## config.mk

```make
export PLATFORM = sky130hd
export DESIGN_NAME = parking_gate_arbiter
export DESIGN_NICKNAME = d
export VERILOG_FILES = /design/src/rtl/parking_gate_arbiter.sv
export SDC_FILE = /design/constraint.sdc
export NUM_CORES = 1
export LEC_CHECK = 0
export ABC_AREA = 1
export CORE_MARGIN = 3
export CORE_UTILIZATION = 37
export CTS_CLUSTER_SIZE = 12
export DETAILED_ROUTE_END_ITERATION = 8
export HOLD_SLACK_MARGIN = 0.06
export SLEW_MARGIN = 20
export SYNTH_ARGS = -nofsm -noshare
export SYNTH_HDL_FRONTEND = slang
export SYNTH_SLANG_ARGS = --single-unit
```

## constraint.sdc

```tcl
create_clock -name clk -period 1.8 [get_ports clk]
set_input_delay 0.18 -clock clk [delete_from_list [all_inputs] [get_ports clk]]
set_output_delay 0.18 -clock clk [all_outputs]
set_load 0.01 [all_outputs]
```

## src/rtl/parking_gate_arbiter.sv

```systemverilog
// Barrier gate shared by the entry and exit lanes: qualifies and arbitrates lane
// requests, runs the motor through open/hold/close and pulses completion strobes.
module parking_gate_arbiter #(
  parameter int OPEN_CYCLES  = 3,
  parameter int HOLD_CYCLES  = 5,
  parameter int CLOSE_CYCLES = 3,
  parameter int TIMER_W      = 4
) (
  input  logic       clk,
  input  logic       reset,
  input  logic       entry_req,
  input  logic       exit_req,
  input  logic [1:0] exit_slot,
  input  logic [2:0] capacity,
  input  logic [3:0] spots,
  input  logic       pass_sensor,
  input  logic       obstruct,
  output logic       entry_ack,
  output logic       exit_ack,
  output logic [1:0] ack_slot,
  output logic       entry_reject,
  output logic       exit_reject,
  output logic       motor_up,
  output logic       motor_down,
  output logic       gate_open,
  output logic [1:0] grant_owner,
  output logic       timeout
);

  typedef enum logic [1:0] {S_IDLE, S_OPENING, S_OPEN, S_CLOSING} state_t;

  localparam logic [1:0] OWN_NONE  = 2'b00;
  localparam logic [1:0] OWN_ENTRY = 2'b01;
  localparam logic [1:0] OWN_EXIT  = 2'b10;

  localparam logic [TIMER_W-1:0] OPEN_LD  = TIMER_W'(OPEN_CYCLES - 1);
  localparam logic [TIMER_W-1:0] HOLD_LD  = TIMER_W'(HOLD_CYCLES - 1);
  localparam logic [TIMER_W-1:0] CLOSE_LD = TIMER_W'(CLOSE_CYCLES - 1);
  localparam logic [TIMER_W-1:0] CNT_ONE  = TIMER_W'(1);

  state_t             state_q, state_d;
  logic [TIMER_W-1:0] cnt_q, cnt_d;
  logic               entry_lock_q, entry_lock_d;
  logic               exit_lock_q, exit_lock_d;
  logic               last_entry_q, last_entry_d;
  logic               acked_q, acked_d;
  logic [1:0]         ack_slot_q, ack_slot_d;
  logic [1:0]         owner_q, owner_d;
  logic               entry_ack_q, entry_ack_d;
  logic               exit_ack_q, exit_ack_d;
  logic               entry_rej_q, entry_rej_d;
  logic               exit_rej_q, exit_rej_d;
  logic               motor_up_q, motor_up_d;
  logic               motor_down_q, motor_down_d;
  logic               gate_open_q, gate_open_d;
  logic               timeout_q, timeout_d;
  logic               entry_valid, exit_valid;

  assign entry_valid = entry_req && (capacity != 3'd0) && !entry_lock_q;
  assign exit_valid  = exit_req && spots[exit_slot] && !exit_lock_q;

  always_comb begin
    state_d      = state_q;
    cnt_d        = cnt_q;
    entry_lock_d = entry_lock_q;
    exit_lock_d  = exit_lock_q;
    last_entry_d = last_entry_q;
    acked_d      = acked_q;
    ack_slot_d   = ack_slot_q;
    owner_d      = owner_q;
    entry_ack_d  = 1'b0;
    exit_ack_d   = 1'b0;
    entry_rej_d  = 1'b0;
    exit_rej_d   = 1'b0;
    timeout_d    = 1'b0;

    // A lock re-arms its lane once the request has been seen low.
    if (!entry_req) entry_lock_d = 1'b0;
    if (!exit_req)  exit_lock_d  = 1'b0;

    case (state_q)
      S_IDLE: begin
        if (entry_req && (capacity == 3'd0) && !entry_lock_q) begin
          entry_rej_d  = 1'b1;
          entry_lock_d = 1'b1;
        end
        if (exit_req && !spots[exit_slot] && !exit_lock_q) begin
          exit_rej_d  = 1'b1;
          exit_lock_d = 1'b1;
        end
        if (exit_valid || entry_valid) begin
          // last_entry_q=1 hands a tie to the exit lane.
          if (exit_valid && (!entry_valid || last_entry_q)) begin
            owner_d      = OWN_EXIT;
            last_entry_d = 1'b0;
          end else begin
            owner_d      = OWN_ENTRY;
            last_entry_d = 1'b1;
          end
          state_d    = S_OPENING;
          cnt_d      = OPEN_LD;
          ack_slot_d = exit_slot;
          acked_d    = 1'b0;
        end
      end
      S_OPENING: begin
        if (cnt_q == '0) begin
          state_d = S_OPEN;
          cnt_d   = HOLD_LD;
        end else begin
          cnt_d = cnt_q - CNT_ONE;
        end
      end
      S_OPEN: begin
        if (pass_sensor) begin
          state_d = S_CLOSING;
          cnt_d   = CLOSE_LD;
          if (!acked_q) begin
            acked_d     = 1'b1;
            entry_ack_d = (owner_q == OWN_ENTRY);
            exit_ack_d  = (owner_q == OWN_EXIT);
          end
        end else if (cnt_q == '0) begin
          state_d   = S_CLOSING;
          cnt_d     = CLOSE_LD;
          timeout_d = 1'b1;
        end else begin
          cnt_d = cnt_q - CNT_ONE;
        end
      end
      S_CLOSING: begin
        if (obstruct) begin
          state_d = S_OPENING;
          cnt_d   = OPEN_LD;
        end else if (cnt_q == '0) begin
          state_d = S_IDLE;
          owner_d = OWN_NONE;
        end else begin
          cnt_d = cnt_q - CNT_ONE;
        end
      end
      default: begin
        state_d = S_IDLE;
        owner_d = OWN_NONE;
      end
    endcase

    motor_up_d   = (state_d == S_OPENING);
    motor_down_d = (state_d == S_CLOSING);
    gate_open_d  = (state_d == S_OPEN);
  end

  always_ff @(posedge clk) begin
    if (reset) begin
      state_q      <= S_IDLE;
      cnt_q        <= '0;
      entry_lock_q <= 1'b0;
      exit_lock_q  <= 1'b0;
      last_entry_q <= 1'b1;
      acked_q      <= 1'b0;
      ack_slot_q   <= 2'b00;
      owner_q      <= OWN_NONE;
      entry_ack_q  <= 1'b0;
      exit_ack_q   <= 1'b0;
      entry_rej_q  <= 1'b0;
      exit_rej_q   <= 1'b0;
      motor_up_q   <= 1'b0;
      motor_down_q <= 1'b0;
      gate_open_q  <= 1'b0;
      timeout_q    <= 1'b0;
    end else begin
      state_q      <= state_d;
      cnt_q        <= cnt_d;
      entry_lock_q <= entry_lock_d;
      exit_lock_q  <= exit_lock_d;
      last_entry_q <= last_entry_d;
      acked_q      <= acked_d;
      ack_slot_q   <= ack_slot_d;
      owner_q      <= owner_d;
      entry_ack_q  <= entry_ack_d;
      exit_ack_q   <= exit_ack_d;
      entry_rej_q  <= entry_rej_d;
      exit_rej_q   <= exit_rej_d;
      motor_up_q   <= motor_up_d;
      motor_down_q <= motor_down_d;
      gate_open_q  <= gate_open_d;
      timeout_q    <= timeout_d;
    end
  end

  assign entry_ack    = entry_ack_q;
  assign exit_ack     = exit_ack_q;
  assign ack_slot     = ack_slot_q;
  assign entry_reject = entry_rej_q;
  assign exit_reject  = exit_rej_q;
  assign motor_up     = motor_up_q;
  assign motor_down   = motor_down_q;
  assign gate_open    = gate_open_q;
  assign grant_owner  = owner_q;
  assign timeout      = timeout_q;

endmodule

```

==> Word-level counts from Yosys, hierarchy flattened <==
Cells that the tools add are included.
{ "word_totals": {"regBits": 22, "in_bits": 15, "out_inout_bits": 12} }
{ "classes": {"n_eq_ne": 13, "muxes": 34, "n_addsub": 1, "bitwise_logic": 3, "n_reduce_logical": 28, "n_lt_le_gt_ge": 1} }
{ "ops": {"columns": ["op", "n"], "rows": [
  ["$mux W4", 6],
  ["$mux W2", 10],
  ["$pmux W4 S4", 1],
  ["$mux W1", 13],
  ["$eq A2 B2 Y1 const B", 5],
  ["$logic_and A1 B1 Y1", 9],
  ["$ne A2 B2 Y1 const B", 4],
  ["$pmux W2 S4", 1],
  ["$eq A2 B1 Y1 const B", 3],
  ["$logic_not A1 Y1", 4],
  ["$logic_not A4 Y1", 1],
  ["$pmux W2 S2", 1],
  ["$reduce_and A2 Y1", 2],
  ["$reduce_and A4 Y1", 1],
  ["$reduce_bool A2 Y1", 2],
  ["$reduce_or A4 Y1", 1],
  ["$sub A4 B1 Y4 const B", 1],
  ["$logic_not A3 Y1", 1],
  ["$lt A2 B3 Y1 const B", 1],
  ["$ne A3 B3 Y1 const B", 1],
  ["$not A1 Y1", 3],
  ["$reduce_and A3 Y1", 1],
  ["$reduce_bool A3 Y1", 1],
  ["$reduce_or A3 Y1", 1],
  ["5 further kinds", 6]
]} }

==> Logic depth before layout (Yosys ltp) <==
Gate-level depths: netlist of the first run.
{ "logic_depth": {"word_depth": 9, "ltp_mapped": 10, "ltp_nobuf": 10} }

==> Least setup slack after synthesis of the first run <==
Ideal clock, no wire load.
{ "synth_timing": {"path_type": "flip-flop to flip-flop", "from": "reg cnt_q[0]", "to": "reg motor_down_q (netlist: motor_down)", "n_path_buf": 0, "arrival_time_ns": 1.110, "setup_ns": 0.132, "synth_period_minus_slack_ns": 1.242, "stages_incl_launch_ff": 9, "path_slack_ns": 0.558, "cell_sequence": "dfxtp_1 inv_1 ha_1 nand2_2 nand3_1 o21ai_0 inv_1 nand2_1 nor3_1"} }
{ "synth_between": {"elab_chain_cells": 5} }
{ "synth_lines": {"columns": ["element", "line", "rtl"], "rows": [
  ["start, declared", "42", "logic [TIMER_W-1:0] cnt_q, cnt_d;"],
  ["start signal, assigned", "173", "cnt_q <= cnt_d;"],
  ["$logic_not A4 Y1 (*)", "107, 123, 135", null],
  ["$mux W2, on equally long branches", "135, 123", null],
  ["$mux W2, on equally long branches", "132, 115", null],
  ["$pmux W2 S4 (*)", "81", "case (state_q)"],
  ["$eq A2 B2 Y1 (*)", "149", "motor_down_d = (state_d == S_CLOSING);"],
  ["end signal, assigned", "185", "motor_down_q <= motor_down_d;"],
  ["end, declared", "54", "logic motor_down_q, motor_down_d;"]
]} }
Every way passes the cells marked *; elsewhere a longest branch is shown, timed or not.
A chain may end at the register's enable or synchronous reset.

==> Final worst setup path of the first run <==
{ "layout_timing": {"from": "reg cnt_q[0]", "to": "reg cnt_q[3]"} }
{ "layout_between": {"elab_chain_cells": 4} }
{ "layout_lines": {"columns": ["element", "line"], "rows": [
  ["$sub A4 B1 Y4 or $logic_not A4 Y1 (tied branches)", null],
  ["$mux W4, on equally long branches", "135, 123"],
  ["$mux W4, on equally long branches", "132, 115"],
  ["$pmux W4 S4", "81"]
]} }
Parallel ways exist; a longest one is shown, timed or not. The select of a mux whose other input is x is not followed.

==> results of run 1 <==
[worst reg2reg max path: stages, from the launching register on]
cell and delay [ns]:
dfxtp_1 0.37, inv_1 0.10, ha_1 0.22, nand2_2 0.17, nand3_1 0.15, nand3_1 0.13, nand2_1 0.07, nand3_1 0.08
nand2_1 0.06, nor2_1 0.08
[worst paths after layout]
check,startpoint,slack [ns],endpoint
setup / recovery,cnt_q[0]$_SDFFE_PP0P_,0.34,cnt_q[3]$_SDFFE_PP0P_
hold / removal,pass_sensor,0.43,timeout$_SDFF_PP0_
setup reg to reg,cnt_q[0]$_SDFFE_PP0P_,0.34,cnt_q[3]$_SDFFE_PP0P_
hold reg to reg,exit_lock_q$_SDFF_PP0_,0.46,exit_reject$_SDFF_PP0_
[registers in the layout (all words and copies together) (netlist names), 2 cells and up]
register and count:
ack_slot 2, state_q 2, cnt_q 4, grant_owner 2
[power groups by stage]
stage                     clock network (mW)  logic (mW)  registers [mW]
after floorplan                            0       0.614           0.735
after global placement                     0       0.918           0.716
after global routing                   0.408        1.06           0.730
after CTS                              0.391       0.926           0.710
final                                  0.379       0.920           0.709
after detailed placement                   0       0.918           0.720
[through the flow]
| step | setup slack (ns) | utilization (%) | cell area, sq um |
|---|---|---|---|
| after detailed placement | 0.200 | 52.5 | 1370 |
| after global placement | 0.249 | 52.5 | 1370 |
| final | 0.344 | 54.5 | 1420 |
| after global routing | 0.136 | 54.5 | 1420 |
| after floorplan | 0.558 | - | 1070 |
| after CTS | 0.348 | 54.5 | 1420 |
[layout by cell type (no fill, tap or decap), types with 4 or more instances in the layout]
master / n
dfxtp_1: 22
nand2_2: 5
a21oi_1: 9
nand3_1: 16
nor2_1: 20
inv_1: 20
o21ai_0: 4
nand2_1: 39
clkdlybuf4s50_1: 26
nor3_1: 5
[cell families (layout without fill, tap and decap cells)]
| group | count (synthesis) | count (layout) | share of synthesized area, % |
|---|---|---|---|
| simple gates | 93 | 93 | 38.8 |
| buf+inv | 26 | 56 | 9.12 |
| flops | 22 | 22 | 41.2 |
| compound gates | 16 | 16 | 7.72 |
| fa+ha+maj | 2 | 2 | 2.34 |
| xor+xnor | 1 | 1 | 0.819 |
[metal layers]
metal | routed length [um] | part of all wire, % | vias to the layer above | track usage [%]
met3 | 128 | 5.6 | 2 | 4.10
met5 | 0 | 0 | - | 0
met2 | 1040 | 46 | 26 | 21.6
li1 | - | - | 565 | -
met1 | 1100 | 48 | 453 | 20.2
met4 | 14 | 0.61 | 0 | 2.85
[final cells by class]
class	instances	area, sq um
fill	257	1190
multi-input combinational	112	532
sequential	22	440
timing repair buffer	27	268
inverter	25	93.8
tap	30	37.5
clock inverter	1	30.0
clock buffer	3	22.5
==> flow_summary_export.csv, run 1 <==
group,metric,value,unit
synthesis,ys_seq_area_share,41.2,%
timing,rsz0062_at_grt,"no",
timing,setup_violations,0,
clocking,clkSinkCount,22,
setup_path,critical-path-top-delay-family,"simple AND/OR/NAND/NOR gates",
routing,dr.first_iter.drc_count,20,
timing,setup-tns-final,0,ns
clocking,htreeDepth,1,
hold_path,hold_class,"in2reg",
timing,slew_viol_final,0,
synthesis,synth_area_per_cell,6.69,sq um
routing,firstDrtPassIters,4,
clocking,cts_hold_repair.buffers,0,
finish,synthToLayoutAreaGrowth,33.1,%
setup_path,worst-path-stages,9,
floorplanning,rows,18,
routing,num_vias,1046,
routing,viasPerCell,4.75,
synthesis,synth_common_cells,"nand2_1, dfxtp_1, inv_1, nor2_1, nand3_1",
synthesis,syn_nets,177,
pwr,p_per_area,1410,mW/mm^2
routing,drc,0,
timing,finalHoldViolations,0,
synthesis,synth_top_area_share,41.2,%
clocking,cts_buffers,3,
setup_path,critPathBufInv,1,
setup_path,path_cells,"inv_1 > ha_1 > nand2_2 > nand3_1 > nand3_1 > nand2_1 > nand3_1 > nand2_1 > nor2_1",
timing,slew_headroom,80.2,%
setup_path,arrival,1.72,ns
finish,n_antenna_cell,0,
run_status,status,"finished, final reports clean",
pwr,swShare,38.8,%
synthesis,synth-async-reset-ratio,0,%
pwr,intPower,1.23,mW
placed_design,hpwl,1.82,mm
global_route,grt_pass1_vias,906,
pwr,peakVddDrop,0.897,mV
global_route,track_usage,14.3,%
setup_path,cpMaxStageDelayCell,"dfxtp_1",
synthesis,yosysTopAreaCell,"dfxtp_1",
pwr,total_power,2.01,mW
run,maxCapViolations,0,
synthesis,synth.distinct_cells,21,
synthesis,ys.flop_type,"dfxtp_1",
setup_path,reg2reg_depth,9,
finish,final_layout_size_suffix_gt1_share,8.42,%
global_route,grt_max_degree,14,
global_route,grt_overflow_total,0,
placed_design,routabilityCongestion,0.848,
routing,drt-total-wl,2.28,mm
routing,ant_nets,0,
clocking,postCtsResizedCells,0,
clocking,cts-root-buf,"clkbuf_4",
clocking,clock_tree.buffer_depth,2,
synthesis,synthTopCellsByArea,"dfxtp_1, nand2_1, nand3_1, inv_1, nor2_1",
pwr,seqPwrFrac,35.3,%
timing,fin_crit_sh,80.9,%
global_route,grt_pass1_wl,3.97,mm
pwr,p_clk_share,18.9,%
timing,period_minus_slack,1.46,ns
timing,max_freq,0.687,GHz
synthesis,synth_area,0.00107,sq mm
clocking,post-cts-setup-buffers,0,
setup_path,required,2.06,ns
placed_design,dp_cells,216,
synthesis,synth-edff-count,0,
synthesis,yosysMostFrequentCell,"nand2_1",
setup_path,crit_top_cell,"nand3_1",
clocking,clk_latency,0.31,ns
setup_path,cp_slowest_stage_delay,0.37,ns
floorplanning,ios,27,
placed_design,portBuffers,26,
finish,fin_nets,208,
timing,clock_skew,0.0106,ns
floorplanning,initial_core_util,40.9,%
pwr,comb_power_share,45.8,%
setup_path,startpoint_type,"flip-flop",
clocking,cts_tree,"built",
setup_path,path_class,"reg2reg",
pwr,p_sw,0.778,mW
setup_path,cp-end-kind,"flip-flop",
hold_path,hold_path_depth,2,
clocking,clk_pin_slew,0.13,ns
synthesis,yosysWarnings,0,
routing,post_drt_wl_per_cell,10.4,um
timing,hold-worst-slack,0.428,ns
timing,worst_slew_pin_slew,0.297,ns
synthesis,syn_inst,160,
synthesis,synth-seq-cells,22,
floorplanning,die_height,59.8,um
floorplanning,die_w,59.8,um
global_route,antenna_found_initial,0,
floorplanning,die_area,0.00357,sq mm
setup_path,critPathMaxFanout,8,
pwr,p_leak,0.659,nW
floorplanning,core_area,0.00261,sq mm
finish,layout.cells.non_filler,220,
Power figures use the tool's default switching activity.
==> run 2: changes to the inputs <==
--- a/config.mk
+++ b/config.mk
@@ -11,6 +11,7 @@
 export CTS_CLUSTER_SIZE = 12
 export DETAILED_ROUTE_END_ITERATION = 8
 export HOLD_SLACK_MARGIN = 0.06
+export PLACE_DENSITY = 0.65
 export SLEW_MARGIN = 20
 export SYNTH_ARGS = -nofsm -noshare
 export SYNTH_HDL_FRONTEND = slang
==> constraint.sdc (replaced) <==
create_clock -name clk -period 1.2 [get_ports clk]
set_input_delay 0.12 -clock clk [delete_from_list [all_inputs] [get_ports clk]]
set_output_delay 0.12 -clock clk [all_outputs]
set_load 0.01 [all_outputs]
==> run 2 against run 1 <==
Combinational power grew 140%. Sequential cell count is the same. The flow now finishes with violations (setup timing). Sequential share of layout area is 4.9 points lower. Critical path type unchanged. Clock power fell by 7.4%. Setup slack worse by 0.35 ns. Hold slack worse by 0.27 ns. Power up 81%. Sequential power up 55%. Die area did not move. Critical path depth decreased by 1. Highest routed layer unchanged. Fmax increased by 21%. Critical endpoint is now cnt_q[0]$_SDFFE_PP0P_.
==> flow_summary_export.csv, run 2 (synthesis results as in run 1) <==
group,metric,value,unit
clocking,htreeDepth,1,
timing,clock_skew,0.00183,ns
floorplanning,die_height,59.8,um
setup_path,startpoint_type,"flip-flop",
finish,max_flop_register,"cnt_q",
clocking,cts_buffers,3,
finish,n_antenna_cell,0,
routing,drt-total-wl,2.82,mm
global_route,grt_pass1_wl,4.89,mm
pwr,peakVddDrop,1.97,mV
timing,period_minus_slack,1.20,ns
clocking,clkSinkCount,22,
global_route,antenna_found_initial,0,
global_route,grt_max_degree,12,
finish,final_common_cell,"nand2_1",
routing,firstDrtPassIters,4,
timing,slew_headroom,82.3,%
placed_design,dp_cells,236,
floorplanning,die_w,59.8,um
finish,fin_nets,231,
clocking,clock_tree.buffer_depth,2,
setup_path,critPathMaxFanout,9,
routing,num_vias,1173,
pwr,p_clk_share,9.7,%
timing,slew_viol_final,0,
finish,layout.cells.non_filler,242,
floorplanning,ios,27,
timing,finalHoldViolations,0,
global_route,grt_overflow_total,0,
setup_path,cp-end-kind,"flip-flop",
routing,dr.first_iter.drc_count,42,
setup_path,required,1.45,ns
pwr,total_power,3.62,mW
placed_design,pre_cts_ws,-0.374,ns
timing,worst_slew_pin_slew,0.262,ns
placed_design,portBuffers,26,
finish,largest_reg_flops,4,
timing,max_freq,0.831,GHz
routing,ant_nets,0,
hold_path,hold_class,"in2reg",
pwr,p_leak,0.862,nW
floorplanning,rows,18,
floorplanning,core_area,0.00261,sq mm
placed_design,hpwl,2.13,mm
finish,final_cell_mix,"nand2_1, buf_4, dfxtp_1",
finish,final_layout_size_suffix_gt1_share,34.0,%
clocking,clk_pin_slew,0.12,ns
pwr,intPower,2.06,mW
finish,synthToLayoutAreaGrowth,62.1,%
pwr,seqPwrFrac,30.2,%
run_status,status,"finished with violations",
timing,setup_ws,-0.00331,ns
global_route,track_usage,17.6,%
timing,rsz0062_at_grt,"yes",
timing,setup-tns-final,-0.00331,ns
clocking,cts_tree,"built",
run,maxCapViolations,0,
routing,viasPerCell,4.85,
floorplanning,die_area,0.00357,sq mm
global_route,grt_pass1_vias,1168,
timing,setup_violations,1,
routing,drc,0,
clocking,clk_latency,0.31,ns
pwr,p_per_area,2090,mW/mm^2
pwr,p_sw,1.56,mW
clocking,cts_hold_repair.buffers,0,
setup_path,arrival,1.45,ns
run_status,violations,"setup timing",
setup_path,path_class,"reg2reg",
pwr,swShare,43.2,%
routing,post_drt_wl_per_cell,11.6,um
clocking,cts-root-buf,"clkbuf_4",
floorplanning,initial_core_util,40.9,%
placed_design,routabilityCongestion,0.872,
timing,fin_crit_sh,100,%
pwr,comb_power_share,60.1,%
timing,hold-worst-slack,0.162,ns
run 2: per-stage QoR:
stage	area [sq um]	util [%]
finish	1730	66.4
global route	1730	66.4
CTS	1640	62.7
detailed placement	1530	58.6
global placement	1530	58.6
floorplan	1080	-
run 2: final timing paths:
kind / end / depth (start not counted) / slack, ns / startpoint
setup / recovery: cnt_q[0]$_SDFFE_PP0P_ / 8 / -0.003 / cnt_q[0]$_SDFFE_PP0P_
hold / removal: ack_slot[0]$_SDFFE_PP0P_ / 3 / 0.16 / exit_slot[0]
setup reg to reg: cnt_q[0]$_SDFFE_PP0P_ / 8 / -0.003 / cnt_q[0]$_SDFFE_PP0P_
hold reg to reg: exit_ack$_SDFF_PP0_ / 1 / 0.45 / grant_owner[0]$_SDFFE_PP0P_
run 2: critical path: stages (launching register included):
cell	delay (ns)
dfxtp_2	0.35
inv_2	0.07
ha_4	0.16
nand2_8	0.09
nor2_4	0.12
inv_4	0.07
nand2_2	0.09
nand2_1	0.08
a21oi_2	0.12
run 2: what timing repair did:
item | in CTS | in global routing
pin swaps | 4 | 7
resized for setup | 37 | 26
endpoints found under the setup margin | 27 | 18
buffers inserted | 1 | 2
run 2: per-layer routing:
metal  GRT usage (%)  wire (um)
met1            22.9       1310
met2            30.4       1360
met3            2.81        117
met4            3.80         25
met5               0          0
run 2: final cells by class:
cell class	count	area [sq um]
Timing Repair Buffer	50	430
Inverter	25	101
Sequential cell	22	452
Tap cell	30	37.5
Clock buffer	3	22.5
Multi-Input combinational cell	112	691
Fill cell	237	878
run 2: power groups by stage:
stage / sequential [mW] / clock (mW) / combinational (mW)
2_1_floorplan: 1.10 / 0 / 0.968
3_3_place_gp: 1.06 / 0 / 1.69
3_5_place_dp: 1.06 / 0 / 1.72
4_1_cts: 1.09 / 0.350 / 1.97
5_1_grt: 1.12 / 0.387 / 2.43
6_report: 1.10 / 0.351 / 2.18
